<file path="src/rtl/alu.sv">
// ---------------------------------------------------------------------------
// alu -- 16-bit signed ALU with registered overflow (V) and zero (Z) flags.
//
// Ports
//   clk           in   1   rising-edge clock
//   rst           in   1   synchronous active-high reset (clears flags only)
//   R1            in  16   operand A, two's-complement
//   R2            in  16   operand B / shift amount / immediate byte
//   alu_code      in   4   operation select
//   alu_output    out 16   combinational result
//   overflow_flag out  1   registered saturation flag (ADD/SUB)
//   zero_flag     out  1   registered zero flag (ADD/SUB/XOR/SLL/SRA/ROR)
//
// The result path is purely combinational; the two flag bits are the only
// state in the block.
// ---------------------------------------------------------------------------
module alu (
  input  logic        clk,
  input  logic        rst,
  input  logic [15:0] R1,
  input  logic [15:0] R2,
  input  logic [3:0]  alu_code,
  output logic [15:0] alu_output,
  output logic        overflow_flag,
  output logic        zero_flag
);

  localparam logic [3:0] OP_ADD    = 4'b0000;
  localparam logic [3:0] OP_SUB    = 4'b0001;
  localparam logic [3:0] OP_XOR    = 4'b0010;
  localparam logic [3:0] OP_RED    = 4'b0011;
  localparam logic [3:0] OP_SLL    = 4'b0100;
  localparam logic [3:0] OP_SRA    = 4'b0101;
  localparam logic [3:0] OP_ROR    = 4'b0110;
  localparam logic [3:0] OP_PADDSB = 4'b0111;
  localparam logic [3:0] OP_LLB    = 4'b1010;
  localparam logic [3:0] OP_LHB    = 4'b1011;

  logic [15:0] sum_raw_s;
  logic [15:0] diff_raw_s;
  logic        add_ovf_s;
  logic        sub_ovf_s;
  logic [15:0] add_sat_s;
  logic [15:0] sub_sat_s;
  logic [9:0]  red_s;
  logic [31:0] rot_wide_s;
  logic [15:0] sra_s;
  logic [15:0] paddsb_s;
  logic [3:0]  nib_sum_s;
  logic [3:0]  nib_a_s;
  logic [3:0]  nib_b_s;
  logic        sat_s;
  logic [15:0] result_s;

  logic overflow_q, overflow_d;
  logic zero_q, zero_d;

  // Datapath: all candidate results and the final output mux.
  always_comb begin
    sum_raw_s  = R1 + R2;
    diff_raw_s = R1 - R2;

    // Overflow only when operand signs make it possible and the raw sign
    // disagrees with A; carry-out is deliberately ignored.
    add_ovf_s = (R1[15] == R2[15]) && (sum_raw_s[15] != R1[15]);
    sub_ovf_s = (R1[15] != R2[15]) && (diff_raw_s[15] != R1[15]);

    // Saturate toward the sign of A: A positive -> 7FFF, A negative -> 8000.
    if (add_ovf_s) begin
      add_sat_s = R1[15] ? 16'h8000 : 16'h7FFF;
    end else begin
      add_sat_s = sum_raw_s;
    end
    if (sub_ovf_s) begin
      sub_sat_s = R1[15] ? 16'h8000 : 16'h7FFF;
    end else begin
      sub_sat_s = diff_raw_s;
    end

    // Four signed bytes summed at 10 bits; range [-512, 508] never wraps.
    red_s = {{2{R1[15]}}, R1[15:8]} + {{2{R1[7]}}, R1[7:0]}
          + {{2{R2[15]}}, R2[15:8]} + {{2{R2[7]}}, R2[7:0]};

    rot_wide_s = {R1, R1} >> R2[3:0];
    sra_s      = $signed(R1) >>> R2[3:0];

    // Nibble-wise saturating add; each lane is independent.
    paddsb_s  = 16'h0000;
    nib_sum_s = 4'h0;
    nib_a_s   = 4'h0;
    nib_b_s   = 4'h0;
    for (int k = 0; k < 4; k++) begin
      nib_a_s   = R1[4*k +: 4];
      nib_b_s   = R2[4*k +: 4];
      nib_sum_s = nib_a_s + nib_b_s;
      if ((nib_a_s[3] == nib_b_s[3]) && (nib_sum_s[3] != nib_a_s[3])) begin
        paddsb_s[4*k +: 4] = nib_a_s[3] ? 4'h8 : 4'h7;
      end else begin
        paddsb_s[4*k +: 4] = nib_sum_s;
      end
    end

    sat_s = 1'b0;
    case (alu_code)
      OP_ADD: begin
        result_s = add_sat_s;
        sat_s    = add_ovf_s;
      end
      OP_SUB: begin
        result_s = sub_sat_s;
        sat_s    = sub_ovf_s;
      end
      OP_XOR:    result_s = R1 ^ R2;
      OP_RED:    result_s = {{6{red_s[9]}}, red_s};
      OP_SLL:    result_s = R1 << R2[3:0];
      OP_SRA:    result_s = sra_s;
      OP_ROR:    result_s = rot_wide_s[15:0];
      OP_PADDSB: result_s = paddsb_s;
      OP_LLB:    result_s = {R1[15:8], R2[7:0]};
      OP_LHB:    result_s = {R2[7:0], R1[7:0]};
      // 1000/1001 address calc and 1100-1111 branch add: plain wrap add.
      default:   result_s = sum_raw_s;
    endcase
  end

  assign alu_output = result_s;

  // Flag next-state: which flags each opcode is allowed to touch.
  always_comb begin
    overflow_d = overflow_q;
    zero_d     = zero_q;
    case (alu_code)
      OP_ADD, OP_SUB: begin
        overflow_d = sat_s;
        zero_d     = (result_s == 16'h0000);
      end
      OP_XOR, OP_SLL, OP_SRA, OP_ROR: begin
        zero_d = (result_s == 16'h0000);
      end
      default: begin
        overflow_d = overflow_q;
        zero_d     = zero_q;
      end
    endcase
  end

  // Flag registers with synchronous reset taking priority.
  always_ff @(posedge clk) begin
    if (rst) begin
      overflow_q <= 1'b0;
      zero_q     <= 1'b0;
    end else begin
      overflow_q <= overflow_d;
      zero_q     <= zero_d;
    end
  end

  assign overflow_flag = overflow_q;
  assign zero_flag     = zero_q;

endmodule

</file>
<file path="config.mk">
export PLATFORM = sky130hd
export DESIGN_NAME = alu
export DESIGN_NICKNAME = d
export VERILOG_FILES = /design/src/rtl/alu.sv
export SDC_FILE = /design/constraint.sdc
export NUM_CORES = 1
export LEC_CHECK = 0
export ABC_AREA = 1
export BUFFER_PORTS_ARGS = -buffer_cell sky130_fd_sc_hd__buf_2
export CORE_ASPECT_RATIO = 0.6
export CORE_MARGIN = 1.5
export CORE_UTILIZATION = 40
export CTS_CLUSTER_DIAMETER = 40
export DETAILED_ROUTE_END_ITERATION = 10
export PLACE_DENSITY = 0.58
export SLEW_MARGIN = 20
export SYNTH_ARGS = -nofsm -noshare
export SYNTH_HDL_FRONTEND = slang
export SYNTH_SLANG_ARGS = --single-unit
</file>
<file path="constraint.sdc">
create_clock -name clk -period 11.6 [get_ports clk]
set_input_delay 2.32 -clock clk [delete_from_list [all_inputs] [get_ports clk]]
set_output_delay 2.32 -clock clk [all_outputs]
set_load 0.01 [all_outputs]
</file>
* Word-level counts from Yosys, hierarchy flattened
Cells that the tools add are included.
** Operators by class
- Reduce and logical (&&, ||, !) cells :: 10
- Shift-type cells :: 3
- Add/subtract/negate cells :: 9
- Bitwise gates (word level) :: 1
- Eq/ne operators :: 20
- Multiplexer cells :: 13
** Operator list (count)
- $pmux 16 s10 :: 1
- $mux 16 :: 3
- $mux 4 :: 8
- $shr 32x4->16 :: 1
- $add 16x16->16 :: 1
- $add 4x4->4 :: 4
- $eq 4x3->1 const B :: 4
- $logic_not 16->1 :: 1
- $shl 16x4->16 :: 1
- $sshr 16x4->16 :: 1
- $sub 16x16->16 :: 1
- $xor 16x16->16 :: 1
- $add 10x10->10 :: 1
- $add 9x8->10 :: 1
- $add 8x8->9 :: 1
- $eq 4x2->1 const B :: 2
- $eq 4x4->1 const B :: 2
- $ne 1x1->1 :: 7
- $logic_and 1x1->1 :: 6
- $reduce_or 6->1 :: 1
- $eq 1x1->1 :: 4
- $eq 4x1->1 const B :: 1
- $logic_not 4->1 :: 1
- $pmux 1 s2 :: 1
- $reduce_or 2->1 :: 1
** Storage, ports and cells
- Bits of input ports :: 38
- Logic and storage cells :: 58
- Register bits :: 2

* Depth between registers and ports, before layout
Gate-level depths: netlist (run 1).
- Depth in word-level cells :: 6
- Gate-level depth with buffers :: 34

* Least setup slack after synthesis (run 1)
OpenSTA, ideal clock, no wires.
- Path kind :: input to output
- Start :: in R2[2]
- End :: out alu_output[6]
- Buffers on the path :: 4
- Stages on the path :: 24
- Data arrival time :: 5.594 ns
- Path slack :: 3.686 ns
- Required time :: 9.280 ns
- Path through :: buf_2 inv_2 clkbuf_1 ha_1 buf_2 nand2_1 nand2_1 inv_1 nand2_1 nand2_1 nand2_1 nand3b_1 nand2_1 a21o_1 a21oi_1 fa_1 nand2_1 nor2_1 nor2_1 clkbuf_1 inv_1 nor2_1 a21oi_2 nand3_1
** On the way
- Word-level cells in the longest chain between the ends :: 5
- Elaborated cells between the ends (all ways) :: 13
- Those cells by class :: add/sub: 3; eq/ne: 2; shift: 3; mux: 3; reduce/logical: 2
** Ends and longest elaborated chain
- from (decl) :: RTL line 21 : input logic [15:0] R2,
- $sub 16x16->16 or $add 16x16->16 (tied branches) :: RTL line 61, 60
- $ne 1x1->1, on equally long branches :: RTL line 66, 65
- $logic_and 1x1->1, on equally long branches :: RTL line 66, 65
- $mux 16, on equally long branches :: RTL line 74, 69
- $pmux 16 s10 (*) :: RTL line 104 : case (alu_code)
- to (decl) :: RTL line 23 : output logic [15:0] alu_output,
Every way passes the cells marked *; elsewhere a longest branch is shown, timed or not.

* Final worst setup path (run 1)
- Start :: in R2[2]
- End :: out alu_output[2]
** On the way
- Word-level cells in the longest chain between the ends :: 5
- Elaborated cells between the ends (all ways) :: 18
- Those cells by class :: add/sub: 4; eq/ne: 3; shift: 3; mux: 4; bitwise: 1; reduce/logical: 3
** Ends and longest elaborated chain
- $sub 16x16->16 (tied with other cells) :: RTL line 61 : diff_raw_s = R1 - R2;
- $ne 1x1->1, on equally long branches :: RTL line 66, 65, 96
- $logic_and 1x1->1, on equally long branches :: RTL line 66, 65, 96
- $mux 16 (tied with other cells) :: RTL line 74 : if (sub_ovf_s) begin
- $pmux 16 s10 (*) :: RTL line 104
Marks and branches as above.

==> results of run 1 <==
sequential cells by signal, indices dropped and copies added, names as in the netlist:
signal	count
overflow_flag	1
zero_flag	1
cell families after synthesis:
| family | synth area share [%] |
|---|---|
| AOI/OAI and AO/OA | 9.976 |
| xor gates and xnor gates | 1.449 |
| adders and majority gates | 15.89 |
| buffers and inverters | 14.18 |
| DFF | 0.6623 |
| and+or+nand+nor | 57.84 |
cell usage after synthesis (2+ instances only):
cell type / number
sky130_fd_sc_hd__nand2_1: 458
sky130_fd_sc_hd__nand3_1: 207
sky130_fd_sc_hd__inv_1: 156
sky130_fd_sc_hd__nor2_1: 109
sky130_fd_sc_hd__ha_1: 40
sky130_fd_sc_hd__a21oi_1: 35
sky130_fd_sc_hd__o21ai_0: 33
sky130_fd_sc_hd__fa_1: 23
sky130_fd_sc_hd__nand4_1: 21
sky130_fd_sc_hd__buf_2: 16
sky130_fd_sc_hd__clkbuf_1: 15
sky130_fd_sc_hd__inv_2: 13
sky130_fd_sc_hd__o21ai_1: 10
sky130_fd_sc_hd__o22ai_1: 10
sky130_fd_sc_hd__buf_1: 7
sky130_fd_sc_hd__nand2_2: 7
sky130_fd_sc_hd__nand3b_1: 7
sky130_fd_sc_hd__xor2_1: 7
sky130_fd_sc_hd__or2_2: 6
sky130_fd_sc_hd__a21boi_0: 5
sky130_fd_sc_hd__buf_4: 5
sky130_fd_sc_hd__nor3_1: 5
sky130_fd_sc_hd__o211ai_1: 4
sky130_fd_sc_hd__a31oi_1: 3
sky130_fd_sc_hd__xnor2_1: 3
sky130_fd_sc_hd__a21oi_2: 2
sky130_fd_sc_hd__buf_6: 2
sky130_fd_sc_hd__dfxtp_1: 2
sky130_fd_sc_hd__nor2_2: 2
sky130_fd_sc_hd__o21bai_1: 2
final cells by class:
| class | instances | area, um^2 | area share (%) |
|---|---|---|---|
| multi-input cells | 1005 | 5151 | 79.91 |
| inverters | 169 | 634.4 | 9.841 |
| repair buffers | 58 | 297.8 | 4.620 |
| well taps | 198 | 247.7 | 3.843 |
| clock buffers | 3 | 75.07 | 1.165 |
| flip-flops and latches | 2 | 40.04 | 0.6211 |
worst paths after layout:
path	cells after the start	endpoint	slack [ns]	startpoint
max	28	alu_output[2]	2.70	R2[2]
min	2	zero_flag$_SDFFE_PP0P_	0.47	zero_flag$_SDFFE_PP0P_
max reg2reg	2	zero_flag$_SDFFE_PP0P_	11.00	zero_flag$_SDFFE_PP0P_
min reg2reg	2	zero_flag$_SDFFE_PP0P_	0.47	zero_flag$_SDFFE_PP0P_
power by group through the flow:
stage / registers (W) / clock network [W] / logic [W]
5_1_grt: 0.00000710 / 0.0000530 / 0.000464
6_report: 0.00000709 / 0.0000518 / 0.000422
3_3_place_gp: 0.00000718 / 0 / 0.000409
3_5_place_dp: 0.00000717 / 0 / 0.000404
2_1_floorplan: 0.00000723 / 0 / 0.000276
4_1_cts: 0.00000709 / 0.0000522 / 0.000407
through the flow:
step	setup WS, ns	utilization, %	instance area (um^2)	cells
global placement	2.766	43.52	6369	1432
finish	2.695	44.05	6446	1435
CTS	2.554	44.03	6444	1435
global route	2.351	44.05	6446	1435
floorplan	3.686	-	6046	1221
detailed placement	2.566	43.52	6369	1432
metal layers:
| layer | vias to the layer above | routed length [um] | global-route usage, % | share of wire, % |
|---|---|---|---|---|
| li1 | 3921 | - | - | - |
| met1 | 3784 | 14440 | 63.27 | 48 |
| met2 | 651 | 10440 | 46.72 | 35 |
| met3 | 22 | 4955 | 10.32 | 16 |
| met4 | 0 | 227 | 3.035 | 0.76 |
| met5 | - | 0 | 0 | 0 |
worst max-delay path, delay by kind of cell:
family / cells / cell delay (ns)
AO/OA/AOI/OAI: 4 / 0.50
adder cells (fa/ha/maj): 2 / 1.06
buffers and inverters: 7 / 0.93
AND/OR/NAND/NOR: 15 / 1.74
==> flow_summary.toml, run 1 <==
[pwr]
leakage_power_figure_nw = 3.795
cellInternalPower_w = 0.0001807
design_power_total_w = 0.0004813
clkPwrFrac_pct = 10.8
p_switching_w = 0.0003006
power_frac_comb_pct = 87.8
max_rail_drop_vdd_mv = 0.1015
power.density_nw_per_um2 = 74.66
seq_power_share_pct = 1.5
switching_share_pct = 62.46

[sta]
worstMarginPinSlew_ns = 0.9100
finalCritPeriodShare_pct = 76.77
maxSlewHeadroom_pct = 39.11
slew_violations = 0
clock_tree_skew_after_final_layout_ns = 0
achievable_clock_frequency_mhz = 112.3
finalWorstPathRequiredPeriod_ns = 8.905
setup_tns_ns = 0
hold-worst-slack_ns = 0.4748
setup_viol = 0
hold_viol = 0
rsz0062_at_grt = "false"

[synthesis]
postSynthCellCount = 1221
synthesis.area_per_instance_um2 = 4.952
synth_cell_type_count = 36
synth-async-reset-ratio_pct = 0
yosysSeqAreaShare_pct = 0.6623
synth_edf_count = 0
synth_warnings = 0
ys.flop_type = "sky130_fd_sc_hd__dfxtp_1"
syn-num-nets = 1322
synth.top_cells.by_area = "sky130_fd_sc_hd__nand2_1, sky130_fd_sc_hd__nand3_1, sky130_fd_sc_hd__inv_1, sky130_fd_sc_hd__ha_1, sky130_fd_sc_hd__fa_1"
synth_seq_cells = 2
post_synth_instance_area_um2 = 6046
synth_top_cell_by_area = "sky130_fd_sc_hd__nand2_1"
synth.top_cell.area_share_pct = 28.44

[detailed_routing]
detail_route.first_pass.iterations = 6
drt_wl_total_mm = 30.06
number_of_drc_markers_in_iteration_0 = 1402
dr_wl_cell_um = 20.94
drc = 0
routed_via_density = 5.838
vias = 8378
antenna_violating_nets_post_route = 0

[setup_path]
timing_worst_setup_path_type = "input pin to output port"
cp_data_arrival_time_ns = 6.58
critical-path-max-stage-delay_ns = 0.55
critPathMaxFanout = 35
cpMostUsedCell = "sky130_fd_sc_hd__nand2_1"
critical_path_required_ns = 9.28
library_cell_contributing_the_largest_single_delay_on_the_critical_path = "sky130_fd_sc_hd__ha_1"
critPathLaunchType = "input pin"
worst_setup_path_end_kind = "output port"

[cells_and_area]
final_common_cell = "sky130_fd_sc_hd__nand2_1"
final_cell_mix = "sky130_fd_sc_hd__nand2_1, sky130_fd_sc_hd__nand3_1, sky130_fd_sc_hd__inv_1, sky130_fd_sc_hd__nor2_1, sky130_fd_sc_hd__buf_2"
diodes = 0
layout.filler_cells = 1731
finish.net_count = 1340
areaGrowthSynthToFinish_pct = 6.622
layout-drive-gt1-share_pct = 7.599

[status]
outcome = "finished, final reports clean"

[global_routing]
grt_pass1_vias = 7057
largest_net_degree_at_the_start_of_global_routing = 40
global_route_wire_length_before_repair_mm = 44.91
grt.overflow.total = 0
number_of_antenna_violations_at_the_first_check_in_global_routing = 0
track_usage_pct = 37.78

[clock_network]
clock-sinks = 2
cts_repair_resize_count = 0
cts.path.max_buffers = 2
cts-hold-fix-buffers = 0
clock_tree.htree_level_count = 1
clkSlewWorstSetupHoldPaths_ns = 0.03
ctsRootBufferMaster = "sky130_fd_sc_hd__clkbuf_16"
post_cts.repair.setup_buffers = 0
number_of_buffers_created_by_cts = 3
skew_pair_late_insertion_delay_ns = 0.22
clock_tree_from_tritoncts = "built"

[flow_run]
maxCapViolCount = 0

[die]
die_w_um = 161.7
core.rowCount = 34
io_count = 56
die_outline_area_um2 = 15890
coreArea_um2 = 14630
die_extent_in_y_um = 98.23
initial_utilization_pct = 41.31

[placement]
finalWeightedCongestion = 1.039
numPortBuffers = 55
dpl.hpwl_mm = 24.96

[min_path]
class_of_the_tightest_hold_or_removal_check = "flop to flop"
No activity file was read; power rests on OpenSTA's default activity.
==> run 2: changes to the inputs <==
Settings changed: PLACE_DENSITY 0.58 to 0.61.
Clock period 11.6 ns to 7.45 ns, I/O delays scaled along.
==> run 2 against run 1 <==
  * Sequential power rose by 55%
  * Global-route usage grew 1.2 points
  * Die area stayed put
  * Core utilization up 0.50 points
  * First-iteration DRC count shrank 1.5%
  * Clock skew stayed put
  * Cell count grew 0.70%
  * Clock-buffer cell count stayed put
  * Hold slack lost 0.0028 ns
  * Critical endpoint is now alu_output[4]
  * Setup slack worse by 2.3 ns
==> flow_summary.toml, run 2 (same netlist as run 1, synthesis figures left out) <==
[cells_and_area]
areaGrowthSynthToFinish_pct = 7.823
layout.filler_cells = 1704
layout-drive-gt1-share_pct = 8.260
finish.net_count = 1350
layout.cell_area.non_filler_um2 = 6519
diodes = 0
final_common_cell = "sky130_fd_sc_hd__nand2_1"
final_cell_mix = "sky130_fd_sc_hd__nand2_1, sky130_fd_sc_hd__nand3_1, sky130_fd_sc_hd__inv_1, sky130_fd_sc_hd__nor2_1, sky130_fd_sc_hd__buf_2"

[sta]
achievable_clock_frequency_mhz = 141.1
hold_viol = 0
worstMarginPinSlew_ns = 0.8267
setup_viol = 0
clock_tree_skew_after_final_layout_ns = 0
rsz0062_at_grt = "false"
maxSlewHeadroom_pct = 44.68
finalCritPeriodShare_pct = 95.12
setup_tns_ns = 0
finalWorstPathRequiredPeriod_ns = 7.087
slew_violations = 0

[pwr]
max_rail_drop_vdd_mv = 0.1270
power.density_nw_per_um2 = 117.6
leakage_power_figure_nw = 3.844

[clock_network]
ctsRootBufferMaster = "sky130_fd_sc_hd__clkbuf_16"
clock_tree.htree_level_count = 1
skew_pair_late_insertion_delay_ns = 0.22
number_of_buffers_created_by_cts = 3
cts-hold-fix-buffers = 0
post_cts.repair.setup_buffers = 0
clock_tree_from_tritoncts = "built"
clock-sinks = 2
cts.path.max_buffers = 2
cts_repair_resize_count = 0
clkSlewWorstSetupHoldPaths_ns = 0.03

[placement]
dpl_cell_area_um2 = 6444
dpl.hpwl_mm = 25.76
numPortBuffers = 55
finalWeightedCongestion = 1.068

[status]
outcome = "finished, final reports clean"

[global_routing]
largest_net_degree_at_the_start_of_global_routing = 39
grt_pass1_vias = 7305
number_of_antenna_violations_at_the_first_check_in_global_routing = 0
grt.overflow.total = 0
global_route_wire_length_before_repair_mm = 46.16
track_usage_pct = 38.93

[die]
io_count = 56
die_extent_in_y_um = 98.23
core.rowCount = 34
die_w_um = 161.7
initial_utilization_pct = 41.31
die_outline_area_um2 = 15890
coreArea_um2 = 14630

[detailed_routing]
drc = 0
dr_wl_cell_um = 21.41
drt_wl_total_mm = 30.94
vias = 8458
detail_route.first_pass.iterations = 6
antenna_violating_nets_post_route = 0
number_of_drc_markers_in_iteration_0 = 1381
routed_via_density = 5.853

[setup_path]
critPathLaunchType = "input pin"
cp_data_arrival_time_ns = 5.60
worst_setup_path_end_kind = "output port"
critical_path_required_ns = 5.96
timing_worst_setup_path_type = "input pin to output port"
critPathMaxFanout = 14

[flow_run]
maxCapViolCount = 0

[min_path]
class_of_the_tightest_hold_or_removal_check = "flop to flop"
## run 2: cell count changes in the layout (fill, tap and decap cells not counted)
cell | before | now
sky130_fd_sc_hd__nor2_1 | 108 | 109
sky130_fd_sc_hd__nor2_2 | 3 | 2
sky130_fd_sc_hd__buf_4 | 3 | 13
## run 2: cell type report
type                    count  area [um^2]  share of cell area [%]
repair buffers             68        372.9                   5.720
clock buffers               3        75.07                   1.152
multi-input cells        1005         5149                   78.98
inverters                 169        634.4                   9.731
well taps                 198        247.7                   3.800
flip-flops and latches      2        40.04                  0.6142
## run 2: critical path, stage by stage
cell and delay (ns):
sky130_fd_sc_hd__buf_2 0.20, sky130_fd_sc_hd__ha_1 0.55, sky130_fd_sc_hd__nand2_1 0.25, sky130_fd_sc_hd__inv_1 0.06
sky130_fd_sc_hd__a21oi_1 0.33, sky130_fd_sc_hd__nor2_1 0.07, sky130_fd_sc_hd__nor2_1 0.17, sky130_fd_sc_hd__nand2_1 0.12
sky130_fd_sc_hd__a21o_1 0.17, sky130_fd_sc_hd__a21oi_1 0.16, sky130_fd_sc_hd__fa_1 0.45, sky130_fd_sc_hd__nand2_1 0.10
sky130_fd_sc_hd__nand2_1 0.06, sky130_fd_sc_hd__nand2_1 0.45, sky130_fd_sc_hd__nand3_1 0.22, sky130_fd_sc_hd__a21oi_1 0.17
sky130_fd_sc_hd__nand2_1 0.07, sky130_fd_sc_hd__nor2_1 0.12, sky130_fd_sc_hd__nand4_1 0.20, sky130_fd_sc_hd__buf_2 0.20
## run 2: per-stage QoR
stage	power [W]	utilization, %	setup slack, ns	hold WS (ns)	instances
2_1_floorplan	0.0004413	-	1.196	0.4921	1221
3_3_place_gp	0.0006597	44.03	0.5931	0.4706	1442
3_5_place_dp	0.0006501	44.03	0.5741	0.4626	1442
4_1_cts	0.0007363	44.55	0.5556	0.4697	1445
5_1_grt	0.0008313	44.55	0.2185	0.5118	1445
6_report	0.0007663	44.55	0.3633	0.4720	1445
## run 2: worst paths after layout
kind,start,to,slack (ns),cells past startpoint
max,R1[8],alu_output[4],0.36,20
min,zero_flag$_SDFFE_PP0P_,zero_flag$_SDFFE_PP0P_,0.47,2
max reg2reg,overflow_flag$_SDFFE_PP0P_,overflow_flag$_SDFFE_PP0P_,6.83,2
min reg2reg,zero_flag$_SDFFE_PP0P_,zero_flag$_SDFFE_PP0P_,0.47,2
## run 2: routing by layer
layer | GRT usage [%] | wire length, um | vias up
met2 | 45.96 | 10140 | 660
li1 | - | - | 3952
met4 | 5.434 | 489 | 4
met3 | 15.97 | 5687 | 36
met1 | 62.15 | 14460 | 3806
met5 | 7.879 | 164 | -
## run 2: where the power goes
group | internal, W | total (W) | switching [W]
Sequential | 0.0000110 | 0.0000110 | 0.0000000734
Clock | 0.0000684 | 0.0000815 | 0.0000132
Combinational | 0.000207 | 0.000674 | 0.000467
